==> config.mk <==
export PLATFORM = sky130hd
export DESIGN_NAME = clas_pipe
export DESIGN_NICKNAME = d
export VERILOG_FILES = /design/src/rtl/clas_pipe_pkg.sv /design/src/rtl/clas_seg.sv /design/src/rtl/clas_pipe.sv
export SDC_FILE = /design/constraint.sdc
export NUM_CORES = 1
export LEC_CHECK = 0
export ABC_AREA = 1
export BUFFER_PORTS_ARGS = -buffer_cell sky130_fd_sc_hd__buf_2
export CORE_MARGIN = 2
export CORE_UTILIZATION = 50
export DETAILED_ROUTE_END_ITERATION = 8
export PLACE_DENSITY = 0.67
export SYNTH_ARGS = -nofsm -noshare
export SYNTH_HDL_FRONTEND = slang
export SYNTH_SLANG_ARGS = --single-unit
==> constraint.sdc <==
create_clock -name clk -period 3.64 [get_ports clk]
set_clock_uncertainty 0.2 [all_clocks]
set_input_delay 0.91 -clock clk [delete_from_list [all_inputs] [get_ports clk]]
set_output_delay 0.91 -clock clk [all_outputs]
set_load 0.005 [all_outputs]
==> src/rtl/clas_pipe_pkg.sv <==
// Shared definitions for the pipelined carry-lookahead adder/subtractor.
// Holds the opcode encoding and the default operand/segment widths.
package clas_pipe_pkg;

    localparam int DEF_WIDTH = 32;
    localparam int DEF_SEG   = 8;

    typedef enum logic {
        OP_ADD = 1'b0,
        OP_SUB = 1'b1
    } op_e;

endpackage

==> src/rtl/clas_seg.sv <==
// Combinational SEG-bit carry-lookahead slice: every internal carry is
// formed directly from generate/propagate terms and c_in, not rippled.
module clas_seg #(
    parameter int SEG = 8
) (
    input  logic [SEG-1:0] a,
    input  logic [SEG-1:0] b,
    input  logic           c_in,
    output logic [SEG-1:0] sum,
    output logic           c_out,
    output logic           c_msb_in
);

    logic [SEG-1:0] g;
    logic [SEG-1:0] p;
    logic [SEG:0]   c;

    assign g = a & b;
    assign p = a ^ b;

    // c[i+1] = g[i] | p[i]g[i-1] | ... | p[i..0]c_in, built as a sum of products
    always_comb begin
        logic prod;
        c    = '0;
        c[0] = c_in;
        for (int i = 0; i < SEG; i++) begin
            prod = 1'b1;
            for (int j = i; j >= 0; j--) begin
                c[i+1] = c[i+1] | (g[j] & prod);
                prod   = prod & p[j];
            end
            c[i+1] = c[i+1] | (c_in & prod);
        end
    end

    assign sum      = p ^ c[SEG-1:0];
    assign c_out    = c[SEG];
    assign c_msb_in = c[SEG-1];

endmodule

==> src/rtl/clas_pipe.sv <==
// Pipelined add/subtract: one SEG-bit lookahead segment resolved per stage,
// operands travel alongside so every result bit of an operation exits together.
module clas_pipe
    import clas_pipe_pkg::*;
#(
    parameter int WIDTH = DEF_WIDTH,
    parameter int SEG   = DEF_SEG
) (
    input  logic             clk,
    input  logic             reset_n,
    input  logic             in_valid,
    output logic             in_ready,
    input  logic             sel,
    input  logic [WIDTH-1:0] a,
    input  logic [WIDTH-1:0] b,
    output logic             out_valid,
    input  logic             out_ready,
    output logic [WIDTH-1:0] result,
    output logic             c_out,
    output logic             ovf,
    output logic             zero,
    output logic             neg
);

    localparam int STAGES = WIDTH / SEG;

    logic                          sub_op;
    logic [STAGES-1:0]             v_q, c_q, m_q;
    logic [STAGES-1:0][WIDTH-1:0]  a_q, b_q, r_q;
    logic [STAGES-1:0]             src_v, src_c;
    logic [STAGES-1:0][WIDTH-1:0]  src_a, src_b, src_r, nxt_r;
    logic [STAGES-1:0][SEG-1:0]    seg_sum;
    logic [STAGES-1:0]             seg_cout, seg_cmsb;

    assign sub_op = (op_e'(sel) == OP_SUB);

    // Stage k consumes what stage k-1 registered; stage 0 takes the ports directly
    always_comb begin
        src_v = '0;
        src_c = '0;
        src_a = '0;
        src_b = '0;
        src_r = '0;
        src_v[0] = in_valid;
        src_c[0] = sub_op;
        src_a[0] = a;
        src_b[0] = b ^ {WIDTH{sub_op}};
        for (int k = 1; k < STAGES; k++) begin
            src_v[k] = v_q[k-1];
            src_c[k] = c_q[k-1];
            src_a[k] = a_q[k-1];
            src_b[k] = b_q[k-1];
            src_r[k] = r_q[k-1];
        end
    end

    for (genvar k = 0; k < STAGES; k++) begin : g_seg
        clas_seg #(.SEG(SEG)) u_seg (
            .a        (src_a[k][k*SEG +: SEG]),
            .b        (src_b[k][k*SEG +: SEG]),
            .c_in     (src_c[k]),
            .sum      (seg_sum[k]),
            .c_out    (seg_cout[k]),
            .c_msb_in (seg_cmsb[k])
        );
    end

    always_comb begin
        nxt_r = src_r;
        for (int k = 0; k < STAGES; k++) begin
            nxt_r[k][k*SEG +: SEG] = seg_sum[k];
        end
    end

    // A held output freezes every stage at once, so nothing can overtake it
    always_ff @(posedge clk or negedge reset_n) begin
        if (!reset_n) begin
            v_q <= '0;
            c_q <= '0;
            m_q <= '0;
            a_q <= '0;
            b_q <= '0;
            r_q <= '0;
        end else if (in_ready) begin
            v_q <= src_v;
            c_q <= seg_cout;
            m_q <= seg_cmsb;
            a_q <= src_a;
            b_q <= src_b;
            r_q <= nxt_r;
        end
    end

    assign out_valid = v_q[STAGES-1];
    assign in_ready  = out_ready | ~out_valid;
    assign result    = r_q[STAGES-1];
    assign c_out     = c_q[STAGES-1];
    assign ovf       = c_q[STAGES-1] ^ m_q[STAGES-1];
    assign zero      = out_valid & ~|r_q[STAGES-1];
    assign neg       = r_q[STAGES-1][WIDTH-1];

endmodule

==> reports/metrics.yaml, run 1 <==
initial_core_util: 0.5105
final_nets: 1225
synth_area_um2: 8830
finalMaxSlewViolations: 0
arrival_ns: 1.78
crit_type: "reg -> out"
switching_share: 0.3841
reg2reg_to: "c_q[2]$_DFFE_PN0P_"
rsz0062_at_grt: "false"
p_switching_mw: 3.344
drt_iter0_drc: 448
grt_pass1_vias: 6190
crit_chain: "nor2_1, nand3_1, nor3b_1, nand4_1, nor2_1, buf_2"
die_h_um: 136.9
ys_seq_area_frac: 0.5243
hold_buffers: 0
io_buffers: 106
root_buffer: "clkbuf_16"
crit_path_end_kind: "output port"
die-area_um2: 18740
r2r_slack_ns: 1.72
min_period_over_period: 0.7941
grt_max_degree: 216
post_drt_via_cell_ratio: 4.879
r2r_cells: 6
grt.total_usage: 0.2042
p_per_area_nw_per_um2: 863.6
synth_cell_type_count: 35
p_leak_nw: 5.154
wl_per_cell_um: 13.15
period_needed_ns: 2.891
finalSetupViolCount: 0
slew_headroom: 0.4522
dieWidth_um: 136.9
critical_path.max_stage_delay_ns: 0.44
min_delay_worst_endpoint: "a_q[90]$_DFFE_PN0P_"
fmax_ghz: 0.3460
gp_congestion: 0.8690
seq_area_um2: 4629
whs_ns: 0.2607
power_frac_comb: 0.372
gr-total-overflow: 0
syn_avg_cell_area_um2: 8.531
cts_buffers: 17
clk_path_buf_depth: 2
fin_setup_tns_ns: 0
drc_errors: 0
io_pins: 107
worst_path_max_delay_cell: "dfrtp_1"
dr.pass1.iters: 5
hold_start: "a_q[58]$_DFFE_PN0P_"
multi_input_area_um2: 3655
antenna_left: 0
core_um2: 17300
yosysWarnings: 0
cp_top_family: "simple AND/OR/NAND/NOR gates"
cp_max_fo: 3
post_cts_buffers: 0
hp-class: "reg -> reg"
fin_util: 0.5828
cts.htree.levels: 4
antennaDiodeCount: 0
tightest_slew_ns: 0.8217
grt_pass1_wl_um: 30080
p_clk_frac: 0.221
postSynthCellCount: 1035
status: "finished, final reports clean"
cp_num_buf_inv: 1
drive_gt1_frac: 0.1446
final_common_cell: "nand2_1"
clock-sinks: 185
ir_worst_vdd_mv: 0.4227
ys_seq_elements: 185
cp-start-kind: "flip-flop"
clk_pin_slew_worst_paths_ns: 0.07
cts_resized: 0
vias: 6630
syn_to_final_growth_pct: 14.17
required_ns: 2.53
wl_um: 17870
cap_violations: 0
fp-row-count: 48
holdPathStages: 2
layout_common_cells: "nand2_1, dfrtp_1, buf_2"
clock_latency_ns: 0.44
rr_startpoint: "v_q[3]$_DFFE_PN0P_"
fill_cells: 1598
dp_hpwl_um: 11910
power_frac_seq: 0.407
path_common_cell: "nor2_1"
antenna_found_initial: 0
synth.net_count: 1139
cts_tree: "done"
timing.final.hold_violations: 0
internal_power_mw: 5.361
logic make-up after synthesis:
group | after synthesis | synth area share
XOR/XNOR | 38 | 0.03769
buffers and inverters | 117 | 0.06178
AO/OA/AOI/OAI | 138 | 0.08219
multiplexers | 1 | 0.001275
AND/OR/NAND/NOR | 521 | 0.2406
flip-flops | 185 | 0.5243
adder cells (fa/ha/maj) | 35 | 0.05215
registers in the layout, summed over array words and instances (netlist names):
| signal | count |
|---|---|
| a_q | 48 |
| b_q | 48 |
| c_q | 4 |
| m_q | 1 |
| nxt_r | 48 |
| result | 32 |
| v_q | 4 |
synthesized netlist by cell type, drive strengths merged:
cell | n | area share
nor4 | 4 | 0.0028
nand4 | 8 | 0.0057
or2 | 1 | 0.00071
buf | 39 | 0.028
o21ai | 113 | 0.064
fa | 3 | 0.0068
o211a | 1 | 0.0011
dfrtp | 185 | 0.52
inv | 71 | 0.030
nand3 | 40 | 0.027
a31oi | 2 | 0.0014
nor2 | 49 | 0.022
o21bai | 1 | 0.0021
o2111ai | 2 | 0.0020
clkbuf | 7 | 0.0031
xor2 | 10 | 0.0099
nand3b | 3 | 0.0026
mux2 | 1 | 0.0013
a21o | 1 | 0.00085
ha | 32 | 0.045
nor3b | 2 | 0.0017
nor3 | 8 | 0.0045
xnor2 | 28 | 0.028
a21oi | 18 | 0.010
nand2 | 406 | 0.17
power groups by stage:
stage | registers [mW] | clock network, mW | logic [mW]
after floorplan | 3.42 | 0 | 2.48
after global placement | 3.54 | 0 | 3.18
after detailed placement | 3.57 | 0 | 3.24
after CTS | 3.54 | 1.96 | 3.27
after global routing | 3.65 | 2.04 | 3.79
final | 3.54 | 1.93 | 3.24
worst reg2reg max path, cell delays in order (launching register included):
cell and delay [ns]:
dfrtp_1 0.36, inv_1 0.09, nor2_4 0.15, buf_12 0.60, nor2_1 0.19, o211a_1 0.13, a21oi_1 0.13
layer usage:
layer  GRT usage  share of wire
met1      0.3049           0.51
met2      0.2983           0.44
met3     0.03815          0.040
met4     0.07216          0.018
met5           0              0
worst max path at each step:
stage | end | startpoint | cells past startpoint
floorplan | nxt_r[39]$_DFFE_PN0P_ | sel | 12
global placement | nxt_r[39]$_DFFE_PN0P_ | sel | 11
detailed placement | nxt_r[39]$_DFFE_PN0P_ | sel | 11
CTS | zero | result[16]$_DFFE_PN0P_ | 6
global route | zero | result[16]$_DFFE_PN0P_ | 6
finish | zero | result[16]$_DFFE_PN0P_ | 6
area by class of cell:
cell class                      instances  area share
Clock buffer                           20     0.04530
Clock inverter                         12     0.01614
Inverter                               71     0.02668
Multi-Input combinational cell        733      0.3625
Sequential cell                       185      0.4592
Tap cell                              225     0.02793
Timing Repair Buffer                  113     0.06218
per-stage QoR:
stage / setup WS, ns / area, um^2 / instances / power (mW)
after floorplan: 1.058 / 8830 / 1035 / 5.908
after global placement: 1.010 / 9462 / 1327 / 6.721
after detailed placement: 0.9678 / 9462 / 1327 / 6.812
after CTS: 0.7288 / 10080 / 1359 / 8.775
after global routing: 0.6456 / 10080 / 1359 / 9.492
final: 0.7495 / 10080 / 1359 / 8.706
Note: power is estimated with default switching activity, not from simulation.
==> run 2, diff against run 1 <==
==> constraint.sdc (replaced) <==
create_clock -name clk -period 2.91 [get_ports clk]
set_clock_uncertainty 0.2 [all_clocks]
set_input_delay 0.7275 -clock clk [delete_from_list [all_inputs] [get_ports clk]]
set_output_delay 0.7275 -clock clk [all_outputs]
set_load 0.005 [all_outputs]
==> run 2 against run 1 <==
Effect of this change:
- clock power up 9%
- final area down 0.51%
- register-to-register slack worse by 0.67 ns
- critical path depth down 2
- combinational power up 26%
- sequential cell count unchanged
- first-iteration DRC count down 16%
- hold slack worse by 0.18 ns
- critical endpoint unchanged
- highest routed layer unchanged
==> reports/metrics.yaml, run 2 (same netlist as run 1, synthesis figures left out) <==
status: "finished, final reports clean"
final_nets: 1228
vias: 6708
dp_hpwl_um: 12080
gr-total-overflow: 0
slew_headroom: 0.5504
clock-sinks: 185
grt_max_degree: 169
arrival_ns: 1.82
dieWidth_um: 136.9
hold_buffers: 0
grt_pass1_wl_um: 29730
post_cts_buffers: 0
finalMaxSlewViolations: 0
tightest_slew_ns: 0.6743
grt_pass1_vias: 6183
fin_setup_tns_ns: 0
crit_type: "reg -> out"
drt_iter0_drc: 376
drive_gt1_frac: 0.1451
clk_pin_slew_worst_paths_ns: 0.07
initial_core_util: 0.5105
io_buffers: 106
core_um2: 17300
wl_per_cell_um: 13.03
ir_worst_vdd_mv: 0.4661
cts_buffers: 17
cts_tree: "done"
die-area_um2: 18740
layout.cells.non_filler: 1362
fin_util: 0.5799
cp_top_family: "simple AND/OR/NAND/NOR gates"
power_mw: 10.58
r2r_slack_ns: 1.05
syn_to_final_growth_pct: 13.59
cts.htree.levels: 4
cp-start-kind: "flip-flop"
clk_path_buf_depth: 2
hp-class: "in -> async"
p_per_area_nw_per_um2: 1055
worst_path_max_delay_cell: "nor4_1"
grt.total_usage: 0.2019
p_leak_nw: 5.131
dr.pass1.iters: 5
antennaDiodeCount: 0
die_h_um: 136.9
clock_latency_ns: 0.43
io_pins: 107
gp_congestion: 0.8582
finalSetupViolCount: 0
crit_chain: "nor4_1, nand3_1, nor2_1, buf_2"
critical_path.max_stage_delay_ns: 0.51
min_period_over_period: 0.9438
fill_cells: 1620
rsz0062_at_grt: "false"
cp_max_fo: 3
period_needed_ns: 2.747
cts_resized: 0
timing.final.hold_violations: 0
antenna_found_initial: 0
fp-row-count: 48
cp_num_buf_inv: 1
layout_common_cells: "nand2_1, dfrtp_1, buf_2"
finalInstanceArea_um2: 10030
required_ns: 1.98
fmax_ghz: 0.3641
crit_path_end_kind: "output port"
cap_violations: 0
drc_errors: 0
crit_start: "result[20]$_DFFE_PN0P_"
dpl_cell_area_um2: 9497
wl_um: 17750
root_buffer: "clkbuf_16"
post_drt_via_cell_ratio: 4.925
numPlacedInstances: 1330
antenna_left: 0
rr_startpoint: "a_q[92]$_DFFE_PN0P_"
final_common_cell: "nand2_1"
-- run 2: metal layers --
layer	GRT usage	vias up	wire, um
met5	0	-	0
met4	0.06930	0	242
met3	0.03630	19	659
met2	0.3014	121	7938
met1	0.2975	3095	8905
li1	-	3473	-
-- run 2: final cells by class --
class	count	area, um^2	area share
multi-input cells	733	3655	0.3644
well taps	225	281.5	0.02807
repair buffers	116	661.9	0.06599
clock inverters	10	68.82	0.006861
clock buffers	22	464.2	0.04628
inverters	71	269.0	0.02682
flip-flops and latches	185	4629	0.4616
-- run 2: worst paths after layout --
check	end	depth (start not counted)
worst max-delay path	zero	4
worst min-delay path	a_q[27]$_DFFE_PN0P_	1
worst max register to register	result[30]$_DFFE_PN0P_	8
worst min register to register	nxt_r[69]$_DFFE_PN0P_	2
max in group asynchronous	a_q[94]$_DFFE_PN0P_	2
min in group clk	nxt_r[69]$_DFFE_PN0P_	2
-- run 2: report_power, final --
group	switching (mW)	total, mW	internal [mW]
registers	0.677	4.40	3.72
logic	2.50	4.08	1.58
clock network	0.963	2.10	1.14
total	4.14	10.6	6.44
-- run 2: per-stage QoR --
stage / hold WS [ns] / worst slack (ns)
6_report: 0.08054 / 0.1635
5_1_grt: 0.1171 / 0.08971
4_1_cts: 0.08940 / 0.1525
3_5_place_dp: 0.2513 / 0.4309
3_3_place_gp: 0.2491 / 0.4437
2_1_floorplan: 0.2319 / 0.5106
==> run 3, diff against run 2 <==
--- a/config.mk
+++ b/config.mk
@@ -7,10 +7,12 @@
 export LEC_CHECK = 0
 export ABC_AREA = 1
 export BUFFER_PORTS_ARGS = -buffer_cell sky130_fd_sc_hd__buf_2
+export CELL_PAD_IN_SITES_DETAIL_PLACEMENT = 1
+export CELL_PAD_IN_SITES_GLOBAL_PLACEMENT = 1
 export CORE_MARGIN = 2
-export CORE_UTILIZATION = 50
+export CORE_UTILIZATION = 44
 export DETAILED_ROUTE_END_ITERATION = 8
-export PLACE_DENSITY = 0.67
+export PLACE_DENSITY = 0.77
 export SYNTH_ARGS = -nofsm -noshare
 export SYNTH_HDL_FRONTEND = slang
 export SYNTH_SLANG_ARGS = --single-unit
==> run 3 against run 2 <==
Effect of this change:
- setup slack worse by 0.033 ns
- final cell count up 2.8%
- non-clock buffer count down 2
- clock power about the same
- sequential share of layout area down 0.18 points
- via count up 3.2%
- utilization down 6.6 points
- highest routed layer unchanged
==> reports/metrics.yaml, run 3 (same netlist as run 1, synthesis figures left out) <==
clock-sinks: 185
cts_tree: "done"
critical_path.max_stage_delay_ns: 0.52
gr-total-overflow: 0
tightest_slew_ns: 0.7258
gp_congestion: 0.8392
arrival_ns: 1.85
min_period_over_period: 0.9553
ir_worst_vdd_mv: 0.4575
antenna_found_initial: 0
dieWidth_um: 145.7
power_mw: 10.78
antenna_left: 0
dp_hpwl_um: 14070
fmax_ghz: 0.3597
finalMaxSlewViolations: 0
initial_core_util: 0.4507
grt_pass1_wl_um: 35110
syn_to_final_growth_pct: 14.04
clock_latency_ns: 0.43
cp_max_fo: 3
finalInstanceArea_um2: 10070
grt.total_usage: 0.2017
status: "finished, final reports clean"
vias: 6925
dr.pass1.iters: 4
core_um2: 19590
crit_chain: "nor4_1, nand3_1, nor2_1, buf_2"
cp_num_buf_inv: 1
root_buffer: "clkbuf_16"
layout_common_cells: "nand2_1, dfrtp_1, buf_2"
grt_pass1_vias: 7171
timing.final.hold_violations: 0
crit_path_end_kind: "output port"
hold_buffers: 0
hp-class: "in -> async"
cts_buffers: 17
io_buffers: 106
wl_per_cell_um: 14.60
crit_type: "reg -> out"
die_h_um: 145.7
die-area_um2: 21220
dpl_cell_area_um2: 9534
p_leak_nw: 5.129
cts_resized: 0
antennaDiodeCount: 0
finalSetupViolCount: 0
clk_path_buf_depth: 2
whs_ns: 0.06347
final_common_cell: "nand2_1"
cp-start-kind: "flip-flop"
final_nets: 1226
required_ns: 1.98
numPlacedInstances: 1368
drc_errors: 0
fin_setup_tns_ns: 0
period_needed_ns: 2.780
slew_headroom: 0.5161
grt_max_degree: 140
clk_pin_slew_worst_paths_ns: 0.07
layout.cells.non_filler: 1400
io_pins: 107
rsz0062_at_grt: "false"
worst_path_max_delay_cell: "nor4_1"
dpl_worst_slack_ns: 0.3476
post_drt_via_cell_ratio: 4.946
p_per_area_nw_per_um2: 1070
layout_setup_ws_ns: 0.1302
drt_iter0_drc: 310
cp_top_family: "simple AND/OR/NAND/NOR gates"
post_cts_buffers: 0
cap_violations: 0
wl_um: 20430
fin_util: 0.5140
r2r_slack_ns: 0.99
drive_gt1_frac: 0.1445
fp-row-count: 51
cts.htree.levels: 4
[run 3: per-layer routing]
metal / vias to the layer above / wire length [um] / global-route usage
met1: 3368 / 9904 / 0.2869
met2: 89 / 9703 / 0.3233
met5: - / 0 / 0
met3: 18 / 595 / 0.03480
li1: 3450 / - / -
met4: 0 / 230 / 0.04951
[run 3: worst reg2reg max path: cells and delay by family (launching register included)]
family / cells / cell delay (ns)
AOI/OAI and AO/OA: 2 / 0.34
DFF: 1 / 0.34
and+or+nand+nor: 2 / 0.26
buffers and inverters: 2 / 0.66
[run 3: worst paths after layout]
| check | from | endpoint | cells past startpoint |
|---|---|---|---|
| max | result[20]$_DFFE_PN0P_ | zero | 4 |
| min | reset_n | result[7]$_DFFE_PN0P_ | 1 |
| max reg2reg | v_q[3]$_DFFE_PN0P_ | nxt_r[32]$_DFFE_PN0P_ | 6 |
| min reg2reg | nxt_r[38]$_DFFE_PN0P_ | nxt_r[70]$_DFFE_PN0P_ | 2 |
| max in group asynchronous | reset_n | b_q[95]$_DFFE_PN0P_ | 2 |
| min in group clk | nxt_r[38]$_DFFE_PN0P_ | nxt_r[70]$_DFFE_PN0P_ | 2 |
[run 3: layout make-up]
class,instances,area (um^2)
multi-input cells,733,3655
repair buffers,114,649.4
clock buffers,21,460.4
fillers,2379,9520
well taps,265,331.6
clock inverters,11,75.07
inverters,71,269.0
flip-flops and latches,185,4629
[run 3: power breakdown]
group / switching [mW] / total [mW] / internal (mW)
sequential: 0.683 / 4.40 / 3.72
combinational: 2.67 / 4.26 / 1.59
clock: 0.975 / 2.11 / 1.13
total: 4.33 / 10.8 / 6.44
